## src/rtl/bcd_seq_if.sv

```systemverilog
// Handshake bundle between a requester and the binary-to-BCD converter.
// The requester drives start/bin_in; the converter answers with ready,
// a one-cycle done pulse, the packed BCD word and the overflow flag.
interface bcd_seq_if #(
    parameter int IN_W   = 18,
    parameter int DIGITS = 8
);
    logic                  start;
    logic [IN_W-1:0]       bin_in;
    logic                  ready;
    logic                  done;
    logic [4*DIGITS-1:0]   bcd_out;
    logic                  ovf;

    modport master (
        output start, bin_in,
        input  ready, done, bcd_out, ovf
    );

    modport slave (
        input  start, bin_in,
        output ready, done, bcd_out, ovf
    );
endinterface

```

## src/rtl/bcd_seq_converter.sv

```systemverilog
// Iterative binary-to-BCD converter (shift-add-3 / double dabble).
// One input bit is consumed per SHIFT cycle; after IN_W shifts a DONE
// cycle publishes the scratch digits (or all nines on overflow).
// Optional feature macro: BCD_BLANK_EN -- when defined, leading zero
// digits above digit 0 are replaced by 4'hF (hexdriver blank code),
// except on overflow. Undefined (default): raw BCD with zeros shown.
module bcd_seq_converter #(
    parameter int IN_W   = 18,
    parameter int DIGITS = 8
) (
    input  logic       clk2,
    input  logic       rst,
    bcd_seq_if.slave   bus
);
    localparam int BCD_W = 4 * DIGITS;
    localparam int CNT_W = $clog2(IN_W + 1);

    typedef enum logic [1:0] {
        S_IDLE,
        S_SHIFT,
        S_DONE
    } state_t;

    state_t             state_q, state_d;
    logic [IN_W-1:0]    shreg_q, shreg_d;
    logic [BCD_W-1:0]   scratch_q, scratch_d;
    logic               sticky_q, sticky_d;
    logic [CNT_W-1:0]   count_q, count_d;
    logic [BCD_W-1:0]   bcd_q, bcd_d;
    logic               ovf_q, ovf_d;
    logic               done_q, done_d;

    logic [BCD_W-1:0]   adj;
    logic [BCD_W-1:0]   result;
    logic               shift_out;

    // Add 3 to every scratch digit that is 5 or more, ahead of the shift.
    always_comb begin
        adj = scratch_q;
        for (int i = 0; i < DIGITS; i++) begin
            if (scratch_q[4*i +: 4] >= 4'd5)
                adj[4*i +: 4] = scratch_q[4*i +: 4] + 4'd3;
        end
    end

`ifdef BCD_BLANK_EN
    logic lead;

    // Display word: all nines on overflow, else digits with leading zeros blanked.
    always_comb begin
        result = sticky_q ? {DIGITS{4'h9}} : scratch_q;
        lead   = 1'b1;
        if (!sticky_q) begin
            for (int i = DIGITS - 1; i > 0; i--) begin
                if (lead && scratch_q[4*i +: 4] == 4'h0)
                    result[4*i +: 4] = 4'hF;
                else
                    lead = 1'b0;
            end
        end
    end
`else
    // Display word: all nines on overflow, else the raw BCD digits.
    always_comb begin
        result = sticky_q ? {DIGITS{4'h9}} : scratch_q;
    end
`endif

    // Next-state and datapath update for the IDLE -> SHIFT -> DONE sequence.
    always_comb begin
        // NOTE: every signal gets a default before the case so no path leaves
        // it unassigned; that is what keeps this block free of latches.
        state_d   = state_q;
        shreg_d   = shreg_q;
        scratch_d = scratch_q;
        sticky_d  = sticky_q;
        count_d   = count_q;
        bcd_d     = bcd_q;
        ovf_d     = ovf_q;
        done_d    = 1'b0;
        shift_out = 1'b0;
        case (state_q)
            S_IDLE: begin
                if (bus.start) begin
                    shreg_d   = bus.bin_in;
                    scratch_d = '0;
                    sticky_d  = 1'b0;
                    count_d   = CNT_W'(IN_W);
                    state_d   = S_SHIFT;
                end
            end
            S_SHIFT: begin
                {shift_out, scratch_d, shreg_d} = {adj, shreg_q, 1'b0};
                sticky_d = sticky_q | shift_out;
                count_d  = count_q - 1'b1;
                if (count_q == CNT_W'(1))
                    state_d = S_DONE;
            end
            S_DONE: begin
                bcd_d   = result;
                ovf_d   = sticky_q;
                done_d  = 1'b1;
                state_d = S_IDLE;
            end
            default: state_d = S_IDLE;
        endcase
    end

    // State and datapath registers; synchronous active-low reset discards any conversion.
    always_ff @(posedge clk2) begin
        // NOTE: non-blocking assignments so every register samples the
        // pre-edge values computed above, independent of statement order.
        if (!rst) begin
            state_q   <= S_IDLE;
            shreg_q   <= '0;
            scratch_q <= '0;
            sticky_q  <= 1'b0;
            count_q   <= '0;
            bcd_q     <= '0;
            ovf_q     <= 1'b0;
            done_q    <= 1'b0;
        end else begin
            state_q   <= state_d;
            shreg_q   <= shreg_d;
            scratch_q <= scratch_d;
            sticky_q  <= sticky_d;
            count_q   <= count_d;
            bcd_q     <= bcd_d;
            ovf_q     <= ovf_d;
            done_q    <= done_d;
        end
    end

    assign bus.ready   = (state_q == S_IDLE);
    assign bus.done    = done_q;
    assign bus.bcd_out = bcd_q;
    assign bus.ovf     = ovf_q;
endmodule

```

## src/flat_wrapper.sv

```systemverilog
// flat-port wrapper written by rule: the top's interface ports become plain ports
module bcd_seq_converter_flat 
#(
    parameter int IN_W   = 18,
    parameter int DIGITS = 8
)
  (clk2, rst, bus_start, bus_bin_in, bus_ready, bus_done, bus_bcd_out, bus_ovf);
  bcd_seq_if #(.IN_W(IN_W), .DIGITS(DIGITS)) bus_i ();
  input  logic clk2;
  input  logic rst;
  input wire logic [$bits(bus_i.start)-1:0] bus_start;
  input wire logic [$bits(bus_i.bin_in)-1:0] bus_bin_in;
  output wire logic [$bits(bus_i.ready)-1:0] bus_ready;
  output wire logic [$bits(bus_i.done)-1:0] bus_done;
  output wire logic [$bits(bus_i.bcd_out)-1:0] bus_bcd_out;
  output wire logic [$bits(bus_i.ovf)-1:0] bus_ovf;
  assign bus_i.start = bus_start;
  assign bus_i.bin_in = bus_bin_in;
  assign bus_ready = bus_i.ready;
  assign bus_done = bus_i.done;
  assign bus_bcd_out = bus_i.bcd_out;
  assign bus_ovf = bus_i.ovf;
  bcd_seq_converter #(.IN_W(IN_W), .DIGITS(DIGITS)) u_core (.clk2(clk2), .rst(rst), .bus(bus_i));
endmodule
```

## config.mk

```make
export PLATFORM = sky130hd
export DESIGN_NAME = bcd_seq_converter_flat
export DESIGN_NICKNAME = d
export VERILOG_FILES = /design/src/rtl/bcd_seq_if.sv /design/src/rtl/bcd_seq_converter.sv /design/src/flat_wrapper.sv
export SDC_FILE = /design/constraint.sdc
export NUM_CORES = 1
export LEC_CHECK = 0
export BUFFER_PORTS_ARGS = -buffer_cell sky130_fd_sc_hd__buf_4
export CAP_MARGIN = 30
export CORE_ASPECT_RATIO = 1.1
export CORE_MARGIN = 3
export CORE_UTILIZATION = 25
export DETAILED_ROUTE_END_ITERATION = 7
export PLACE_DENSITY = 0.42
export SYNTH_ARGS = -nofsm -noshare
export SYNTH_HDL_FRONTEND = slang
export SYNTH_SLANG_ARGS = --single-unit
```

## constraint.sdc

```tcl
create_clock -name clk2 -period 3.9 [get_ports clk2]
set_clock_uncertainty 0.2 [all_clocks]
set_input_delay 0.585 -clock clk2 [delete_from_list [all_inputs] [get_ports clk2]]
set_output_delay 0.585 -clock clk2 [all_outputs]
set_load 0.03 [all_outputs]
```

# Word level (Yosys, flattened, before mapping)
# Index checks and enable logic that the tools add are counted.
# totals
reg_bits	92
in_bits	21
out_inout_bits	35
word_cells	56
# op_classes
add_sub_neg	9
magnitude_cmp	8
eq_ne	5
muxes	21
bitwise_logic	1
n_reduce_logical	4
# op_table
op	n
two-way mux 32 bit	2
case mux 32 bit (2 select lines)	1
case mux 18 bit (2 select lines)	1
adder 4 x 2 -> 4 bit, second input constant	8
greater-or-equal comparator 4 x 3 -> 1 bit, second input constant	8
two-way mux 4 bit	8
two-way mux 18 bit	1
case mux 5 bit (2 select lines)	1
equality test 5 x 1 -> 1 bit, second input constant	1
two-way mux 5 bit	1
subtractor 5 x 1 -> 5 bit, second input constant	1
two-way mux 2 bit	2
case mux 2 bit (2 select lines)	1
AND reduction 2 bit	2
equality test 2 x 1 -> 1 bit, second input constant	1
equality test 2 bit, second input constant	1
zero test 2 bit	1
two-way mux 1 bit	2
inequality test 2 x 1 -> 1 bit, second input constant	1
inequality test 2 bit, second input constant	1
case mux 1 bit (2 select lines)	1
nonzero test 2 bit	1
bitwise OR 1 bit	1

# Longest topological paths before layout
# Gate-level depths: netlist of the first run.
# depth
word_depth	4
mapped_depth	6
ltp_nobuf	6

# Worst setup path before layout of the first run
# Ideal clock, no wire load.
# synth_timing
path_kind	input to register
startpoint	input bus_start
endpoint	register u_core.scratch_q[16]
setup_time_ps	129
t_arrival_ps	1500
required_ps	3571
slack_ps	2070
cell_stages	6
path_buffers	2
path_cell_list	or3b_4 and3_1 buf_6 buf_6 nand2_1 o31ai_1
# synth_between
elab_chain_cells	2
# synth_rtl
item	line_no	rtl
start, declared	flat_wrapper.sv:11	input wire logic [$bits(bus_i.start)-1:0] bus_start;
inequality test 2 bit (no line)	n/a	
AND reduction 2 bit (no line)	n/a	
end signal, assigned	bcd_seq_converter.sv:125	scratch_q <= scratch_d;
end, declared	bcd_seq_converter.sv:26	logic [BCD_W-1:0] scratch_q, scratch_d;
# Every way passes these cells.
# A chain may end at the register's enable or synchronous reset.

# Worst setup path after layout of the first run
# layout_timing
startpoint	register u_core.state_q[0]
endpoint	register u_core.scratch_q[12]
# layout_between
elab_chain_cells	3
elab_cells_between_ends	6
classes_between	eq/ne (2); mux (1); reduce/logical (3)
# layout_rtl
item	line_no	rtl
start, declared	bcd_seq_converter.sv:24	state_t state_q, state_d;
start signal, assigned	bcd_seq_converter.sv:123	state_q <= state_d;
equality test 2 x 1 -> 1 bit or zero test 2 bit (tied branches)	bcd_seq_converter.sv:82	case (state_q)
nonzero test 2 bit (no line) or inequality test 2 bit (tied branches)	n/a	
AND reduction 2 bit (no line)	n/a	
# Several ways; a longest one is shown, not always the timed one.

==> impl_results.md, run 1 <==
- Outcome: complete, no violations
- Sink Count: a little over 90
- Crit Path Category: reg -> reg
- Post-synthesis average cell area: 8.85 µm²
- Clock root buffer: clkbuf_16
- Post-route DRC: 0
- Vias: 3,386
- Initial core utilization: 0.256
- First-pass GRT wire length: roughly 17,000 µm
- Antenna viol nets, final: 0
- Clock tree from TritonCTS: done
- Top Metal Used: met4
- Worst-Margin Slew: about 0.84 ns
- EDFF count, synth: 0
- Io pins: 56
- Min-Delay Path Class: reg -> reg
- Fillers: around 1,700
- WHS: ~0.26 ns
- Worst R2R Path Depth: 3
- Post-CTS Setup Bufs: 0
- Clk_lat worst skew: 0.35 ns
- Final wirelength: around 10,000 µm
- Metal-1 WL: 4550 µm
- Max-Cap Viols: 0
- Power per cell area: 397 nW/µm²
- Core box area: 16,400 µm²
- Worst R2R End: u_core.scratch_q[12]
- Overflow after GRT: 0
- Final Max Slew Viols: 0
- Slew Limit Headroom: 0.436
- Setup TNS: 0 ns
- Critical Path Source Type: register
- Vias in the first global route: around 3,500
- RePlAce Congestion: approximately 0.77
- RSZ-0062 raised after global routing: false
- Critical path required time: roughly 4 ns
- Mapped Area: between 4000 and 5000 µm²
- Diodes inserted: 0
- Final Hold Fails: 0
- Yosys top cell area share: 0.438
- #FFs+latches synth: 92
- DR pass1 iterations: 4
- WL met3: 430 µm
- Post-layout nets: between 500 and 600
- Fraction of layout cells with a size suffix above 1: 0.171
- Setup crit end: u_core.scratch_q[12]
- LEAKAGE: ~0.0018 µW
- Detail Placement HPWL: roughly 6500 µm
- VDD IR max: roughly 0.00022 V
- H-tree Lvls: 3
- Initial antenna violation count: 0
- Slowest-stage cell, CP: nand2_1
- CTS clk-pin slew, worst paths: 0.06 ns
- Reg-to-reg slack, setup: about 1.6 ns
- Slowest stage delay, CP: approximately 0.63 ns
- Count leader, synth: dfxtp_1
- Async set or reset register ratio after synthesis: 0
- Setup violators final: 0
- Met2 WL: between 4000 and 5000 µm
- WP data arrival: about 2.4 ns
- Routed vias/inst: 4.67
- Port Buffers: between 50 and 60
- Period minus WS final: ~2.3 ns
- Die outline width: 130 µm
- Pin count of the biggest net entering global routing: 71
- Register Area: approximately 1800 µm²
- Top_reg_cell synth: dfxtp_1
- Rows: around 50
- Crit Path Max Fanout: 32
- Area grow syn2layout: 20.8%
- Die area: 18,400 µm²
- CP endpoint kind: register
- Clk buf depth: 2
- Post-Syn Nets: between 500 and 600
- Cts bufs inserted: 9
- Post-synthesis sequential area ratio: 0.438
- Die Ht: 142 µm
- Crit share post-route: 0.598
- # resized after CTS: 0
- Crit path from: u_core.state_q[0]
- Cells after Synth: approximately 480
- DRT iter0 DRCs: between 150 and 200
- Total track usage: 0.116
- Fmax achieved: roughly 430 MHz
- Yosys warning count: 0
- Multi-input combinational cell area: around 2100 µm²
- Most area-hungry cell type in the Yosys netlist: dfxtp_1
- Synth cell count leaders: 92 x dfxtp_1, 63 x nand2_1, 40 x a21boi_0
- Drt wl/cell: around 14 µm
- Hold bufs inserted after CTS: 0
- CP Cell Sequence: and2b_4 > nand2_1 > o31ai_1
- R2r startpoint: u_core.state_q[0]
- Unique masters post-synth: 38
- Synth top area cells: dfxtp_1 44%, a21boi_0 7.1%, nand2_1 5.6%
==> per-layer routing <==
layer / global-route usage / vias to the layer above
met5: 0 / -
met4: 0.0640 / 0
met3: 0.0263 / 19
met2: 0.193 / 58
met1: 0.137 / 1578
li1: - / 1731
==> cells by family (layout without fill, tap and decap cells) <==
kind of cell / count (synthesis) / after routing / synth area share
simple gates: 173 / 173 / 0.212
compound gates: 118 / 118 / 0.185
flops: 92 / 92 / 0.438
buf+inv: 49 / 95 / 0.0539
fa+ha+maj: 18 / 18 / 0.0536
xor+xnor: 16 / 16 / 0.0333
mux: 9 / 9 / 0.0238
==> cell type report <==
class	instances	share of cell area
Tap cell	204	0.0503
Inverter	19	0.0141
Clock buffer	10	0.0471
Sequential cell	92	0.363
Timing Repair Buffer	61	0.0942
Clock inverter	5	0.0104
Multi-Input combinational cell	334	0.421
==> worst min-delay path by stage <==
| stage | from | to | slack [ns] | depth (start not counted) |
|---|---|---|---|---|
| CTS | u_core.shreg_q[17] | u_core.shreg_q[17] | 0.26 | 2 |
| global route | u_core.bus.bcd_out[6] | u_core.bus.bcd_out[6] | 0.28 | 2 |
| global placement | u_core.scratch_q[13] | u_core.scratch_q[13] | 0.24 | 2 |
| floorplan | u_core.scratch_q[13] | u_core.scratch_q[13] | 0.23 | 2 |
| detailed placement | u_core.shreg_q[17] | u_core.shreg_q[17] | 0.25 | 2 |
| finish | u_core.shreg_q[17] | u_core.shreg_q[17] | 0.26 | 2 |
==> layout by cell type, fill, tap and decap left out, drive strengths merged, types with 3 or more instances in the layout <==
master and instances:
xor2 8, nand3 11, nand2 63, nor2b 3, nand3b 8, nand2b 10
clkinv 3, a21oi 12, a22oi 17, clkbuf 10, ha 18, o31ai 8
o21ai 33, xnor2 8, nor3b 18, buf 61, a21boi 44, nor3 24
mux2 8, inv 19, or3 8, nor2 20, dfxtp 92
==> sequential cells by signal, summed over array words and instances, names as in the netlist <==
name                flops
u_core.bus.done         1
u_core.scratch_q       32
u_core.count_q          5
u_core.bus.ovf          1
u_core.state_q          2
u_core.bus.bcd_out     32
u_core.shreg_q         18
u_core.sticky_q         1
==> per-stage QoR <==
| step | instance area, µm² | setup WS [ns] | util | power (µW) | cells |
|---|---|---|---|---|---|
| 2_1_floorplan | 4200 | 2.07 | - | 1110 | 475 |
| 3_3_place_gp | 4760 | 1.41 | 0.289 | 1150 | 709 |
| 3_5_place_dp | 4780 | 1.35 | 0.291 | 1160 | 710 |
| 4_1_cts | 5070 | 1.50 | 0.309 | 2040 | 725 |
| 5_1_grt | 5070 | 1.36 | 0.309 | 2100 | 725 |
| 6_report | 5070 | 1.57 | 0.309 | 2010 | 725 |
==> critical path, delay by kind of cell (launching register included) <==
| family | cells | cell delay (ns) |
|---|---|---|
| AO/OA/AOI/OAI | 1 | 0.41 |
| flip-flops | 1 | 0.48 |
| AND/OR/NAND/NOR | 2 | 1.14 |
==> where the power goes <==
group / leakage [µW] / total [µW] / switching [µW] / internal, µW
Clock: 0.000144 / 881 / 373 / 507
Sequential: 0.000745 / 979 / 16.1 / 962
Combinational: 0.000942 / 153 / 92.7 / 60.5
(Power assumes the default switching activity.)
==> run 2, diff against run 1 <==
==> constraint.sdc (replaced) <==
create_clock -name clk2 -period 2.4 [get_ports clk2]
set_clock_uncertainty 0.2 [all_clocks]
set_input_delay 0.36 -clock clk2 [delete_from_list [all_inputs] [get_ports clk2]]
set_output_delay 0.36 -clock clk2 [all_outputs]
set_load 0.03 [all_outputs]
==> impl_results.md, run 2 (synthesis results as in run 1) <==
- Final Max Slew Viols: 0
- Core box area: roughly 16,000 µm²
- Min-Delay Path Class: in -> reg
- Crit share post-route: 0.834
- Vias: 3,366
- Port Buffers: between 50 and 60
- Post-CTS Setup Bufs: 0
- Commonest non-fill, non-tap cell in the layout: dfxtp_1
- Die area: roughly 18,000 µm²
- Sink Count: 92
- Initial core utilization: 0.256
- Post-layout nets: between 500 and 600
- First-pass GRT wire length: around 17,000 µm
- Die outline width: 130 µm
- Fraction of layout cells with a size suffix above 1: 0.173
- Critical Path Source Type: register
- Setup violators final: 0
- Clock tree from TritonCTS: done
- WP data arrival: ~2.1 ns
- R2r startpoint: u_core.state_q[1]
- Routed vias/inst: 4.62
- Hold bufs inserted after CTS: 0
- Pin count of the biggest net entering global routing: 37
- Cts bufs inserted: 9
- Setup ws final: 0.397 ns
- Final wirelength: around 10,000 µm
- RSZ-0062 raised after global routing: false
- Rows: 49
- Area grow syn2layout: 21.1%
- Io pins: 56
- Overall Power: between 3000 and 4000 µW
- Overflow after GRT: 0
- Antenna viol nets, final: 0
- Fin cells: 729
- Total track usage: 0.116
- DRT iter0 DRCs: about 110
- CTS clk-pin slew, worst paths: 0.06 ns
- Drt wl/cell: 14.1 µm
- Post-route DRC: 0
- Crit path from: u_core.state_q[1]
- Final core occ: 0.310
- DR pass1 iterations: 5
- Max-Cap Viols: 0
- Crit Path Category: reg -> reg
- Clock root buffer: clkbuf_16
- Diodes inserted: 0
- Inst Count DP: 713
- Power per cell area: ~650 nW/µm²
- Critical path required time: 2.48 ns
- Die Ht: 142 µm
- CP endpoint kind: register
- Clk buf depth: 2
- Hold path start: bus_bin_in[0]
- Clk_lat worst skew: between 0.3 and 0.4 ns
- Fillers: between 1,500 and 2,000
- Final Hold Fails: 0
- VDD IR max: between 0.0003 and 0.0004 V
- Crit Path Max Fanout: 32
- Period minus WS final: 2.00 ns
- Outcome: complete, no violations
- Commonest non-fill, non-tap cells in the layout: 92 x dfxtp_1, 64 x buf_4, 63 x nand2_1
- Fmax achieved: between 400 and 500 MHz
- Vias in the first global route: approximately 3,400
- H-tree Lvls: 3
- Worst slack at placement: 0.356 ns
- Detail Placement HPWL: 6700 µm
- Setup TNS: 0 ns
- # resized after CTS: 0
- Initial antenna violation count: 0
- LEAKAGE: roughly 0.0018 µW
- RePlAce Congestion: around 0.73
- Worst-Margin Slew: ~0.9 ns
- Slew Limit Headroom: 0.404
==> run 2: changes by cell type in the layout (fill, tap and decap cells not counted), sizes merged <==
cell	delta
inv	+1
buf	+3
clkinv	-2
clkbuf	+3
clkinvlp	-1
==> run 2: critical path, stage by stage (launching register included) <==
cell and delay [ns]:
dfxtp_1 0.46, and2b_4 0.36, nor2_4 0.54, o21ai_0 0.18, a21boi_0 0.18
==> run 2: final timing paths <==
| check | to | cells past startpoint | slack [ns] |
|---|---|---|---|
| setup / recovery | u_core.scratch_q[31] | 4 | 0.40 |
| hold / removal | u_core.shreg_q[0] | 3 | 0.07 |
| setup reg to reg | u_core.scratch_q[31] | 4 | 0.40 |
| hold reg to reg | u_core.bus.bcd_out[13] | 2 | 0.26 |
==> run 2: report_power, final <==
group          switching, µW  internal [µW]
clock                    602            867
sequential              26.5           1560
combinational            150           99.7
total                    779           2530
==> run 2: stage by stage <==
step / hold slack [ns] / area, µm²
after floorplan: 0.235 / 4200
after global placement: 0.244 / 4790
after detailed placement: 0.250 / 4790
after CTS: 0.0661 / 5090
after global routing: 0.0773 / 5090
final: 0.0745 / 5090
==> run 2: layer usage <==
| metal | vias up | track usage | part of all wire | wire, µm |
|---|---|---|---|---|
| li1 | 1738 | - | - | - |
| met1 | 1551 | 0.149 | 0.48 | 4950 |
| met2 | 63 | 0.182 | 0.45 | 4600 |
| met3 | 14 | 0.0308 | 0.044 | 452 |
| met4 | 0 | 0.0542 | 0.025 | 254 |
| met5 | - | 0 | 0 | 0 |
==> run 2: cell type report <==
class | instances | area [µm²] | share of cell area
clock buffers | 13 | 260 | 0.0511
clock inverters | 3 | 43.8 | 0.00860
inverters | 19 | 71.3 | 0.0140
multi-input cells | 334 | 2140 | 0.420
flip-flops and latches | 92 | 1840 | 0.362
well taps | 204 | 255 | 0.0501
repair buffers | 64 | 480 | 0.0944
==> run 3, diff against run 2 <==
==> constraint.sdc (replaced) <==
create_clock -name clk2 -period 1.88 [get_ports clk2]
set_clock_uncertainty 0.2 [all_clocks]
set_input_delay 0.282 -clock clk2 [delete_from_list [all_inputs] [get_ports clk2]]
set_output_delay 0.282 -clock clk2 [all_outputs]
set_load 0.03 [all_outputs]
==> impl_results.md, run 3 (synthesis results as in run 1) <==
- Outcome: complete, no violations
- WP data arrival: 1.79 ns
- Fillers: roughly 1,800
- RePlAce Congestion: ~0.73
- Pin count of the biggest net entering global routing: 42
- First-pass GRT wire length: around 18,000 µm
- Port Buffers: 55
- Antenna viol nets, final: 0
- Crit Path Max Fanout: 22
- Sink Count: slightly above 90
- LEAKAGE: 0.00191 µW
- Initial core utilization: 0.256
- Clock root buffer: clkbuf_16
- H-tree Lvls: 3
- Slowest stage delay, CP: 0.34 ns
- Hold path depth: 3
- Commonest non-fill, non-tap cell in the layout: dfxtp_1
- Worst-Margin Slew: 0.582 ns
- Area grow syn2layout: 25.1%
- Fraction of layout cells with a size suffix above 1: 0.195
- Crit Path Category: reg -> reg
- Rows: 49
- Min-Delay Path Class: in -> reg
- CP Cell Sequence: buf_4 > nor3b_4 > buf_4 > a21oi_1 > a21oi_1 > nor2b_1
- Final Max Slew Viols: 0
- Critical path required time: 1.91 ns
- DR pass1 iterations: 4
- Max-Cap Viols: 0
- Initial antenna violation count: 0
- Clk buf depth: 2
- Worst R2R Path Depth: 6
- Hold path start: bus_bin_in[17]
- Die Ht: around 140 µm
- RSZ-0062 raised after global routing: false
- Vias: 3,459
- DRT iter0 DRCs: 200
- Fmax achieved: 570 MHz
- Clock tree from TritonCTS: done
- Fin cells: 742
- Setup violators final: 0
- Post-route DRC: 0
- Multi-input combinational cell area: between 2000 and 2500 µm²
- Critical Path Source Type: register
- Post-layout nets: 572
- Worst slack at placement: approximately 0.04 ns
- Register Area: around 1800 µm²
- R2r startpoint: u_core.state_q[1]
- Inst Count DP: roughly 720
- Crit share post-route: 0.934
- Final wirelength: 10,700 µm
- Worst R2R End: u_core.count_q[2]
- Detail Placement HPWL: roughly 6900 µm
- Die outline width: 130 µm
- Io pins: 56
- Die area: about 18,000 µm²
- Overflow after GRT: 0
- Vias in the first global route: approximately 3,600
- Setup TNS: 0 ns
- Reg-to-reg slack, setup: about 0.12 ns
- Cts bufs inserted: 9
- Power per cell area: slightly above 800 nW/µm²
- Crit path buf inv count: 2
- Setup ws final: 0.125 ns
- Commonest non-fill, non-tap cells in the layout: 91 x dfxtp_1, 70 x buf_4, 63 x nand2_1
- Final Hold Fails: 0
- Period minus WS final: 1.76 ns
- Drt wl/cell: ~14 µm
- Delay-heaviest family, CP: buffers and inverters
- CTS clk-pin slew, worst paths: 0.07 ns
- Slowest-stage cell, CP: dfxtp_1
- Diodes inserted: 0
- CP endpoint kind: register
- Hold endpoint: u_core.shreg_q[17]
- Core box area: ~16,000 µm²
- Slew Limit Headroom: 0.612
- VDD IR max: about 0.00043 V
- Routed vias/inst: 4.66
- Total track usage: 0.123
- Clk_lat worst skew: approximately 0.34 ns
## run 3: per-stage QoR
stage | total power [µW] | hold WS (ns) | cell area [µm²] | utilization
after floorplan | 2300 | 0.227 | 4200 | -
after global placement | 2420 | 0.247 | 4930 | 0.300
after detailed placement | 2430 | 0.253 | 4930 | 0.300
after CTS | 4300 | 0.0108 | 5240 | 0.319
after global routing | 4430 | 0.0310 | 5260 | 0.320
final | 4230 | 0.0245 | 5260 | 0.320
## run 3: how the worst max path moves through the flow
stage	start	endpoint	slack [ns]	cells after the start
CTS	u_core.state_q[1]	u_core.scratch_q[3]	0.005	4
global route	u_core.scratch_q[24]	u_core.scratch_q[26]	0.02	6
finish	u_core.state_q[1]	u_core.count_q[2]	0.12	6
detailed placement	u_core.state_q[1]	u_core.scratch_q[3]	0.04	4
floorplan	u_core.scratch_q[1]	u_core.scratch_q[2]	0.22	6
global placement	u_core.state_q[1]	u_core.scratch_q[7]	0.09	4
## run 3: tightest hold or removal path: stages
cell and delay [ns]:
buf_4 0.08, a22oi_1 0.06, a21boi_1 0.11
## run 3: report_power, final
group | switching, µW | leakage, µW | internal, µW
registers | 33.8 | 0.000745 | 2000
logic | 210 | 0.00103 | 148
clock network | 770 | 0.000140 | 1070
total | 1010 | 0.00191 | 3220
## run 3: cell type report
type	count	area share
flip-flops and latches	92	0.350
inverters	19	0.0136
clock inverters	3	0.00880
multi-input cells	335	0.410
well taps	204	0.0485
repair buffers	76	0.121
clock buffers	13	0.0476
## run 3: metal layers
metal,wire [µm],GRT usage
met5,0,0
met4,154,0.0410
met3,492,0.0334
met2,5090,0.204
met1,4980,0.153
## run 3: what timing repair did
action / 4_1_cts / 5_1_grt
buffers inserted: 0 / 0
hold endpoints to repair: 1 / 0
hold buffers: 1 / 0
gates resized for setup: 0 / 4
endpoints found under the setup margin: 0 / 23
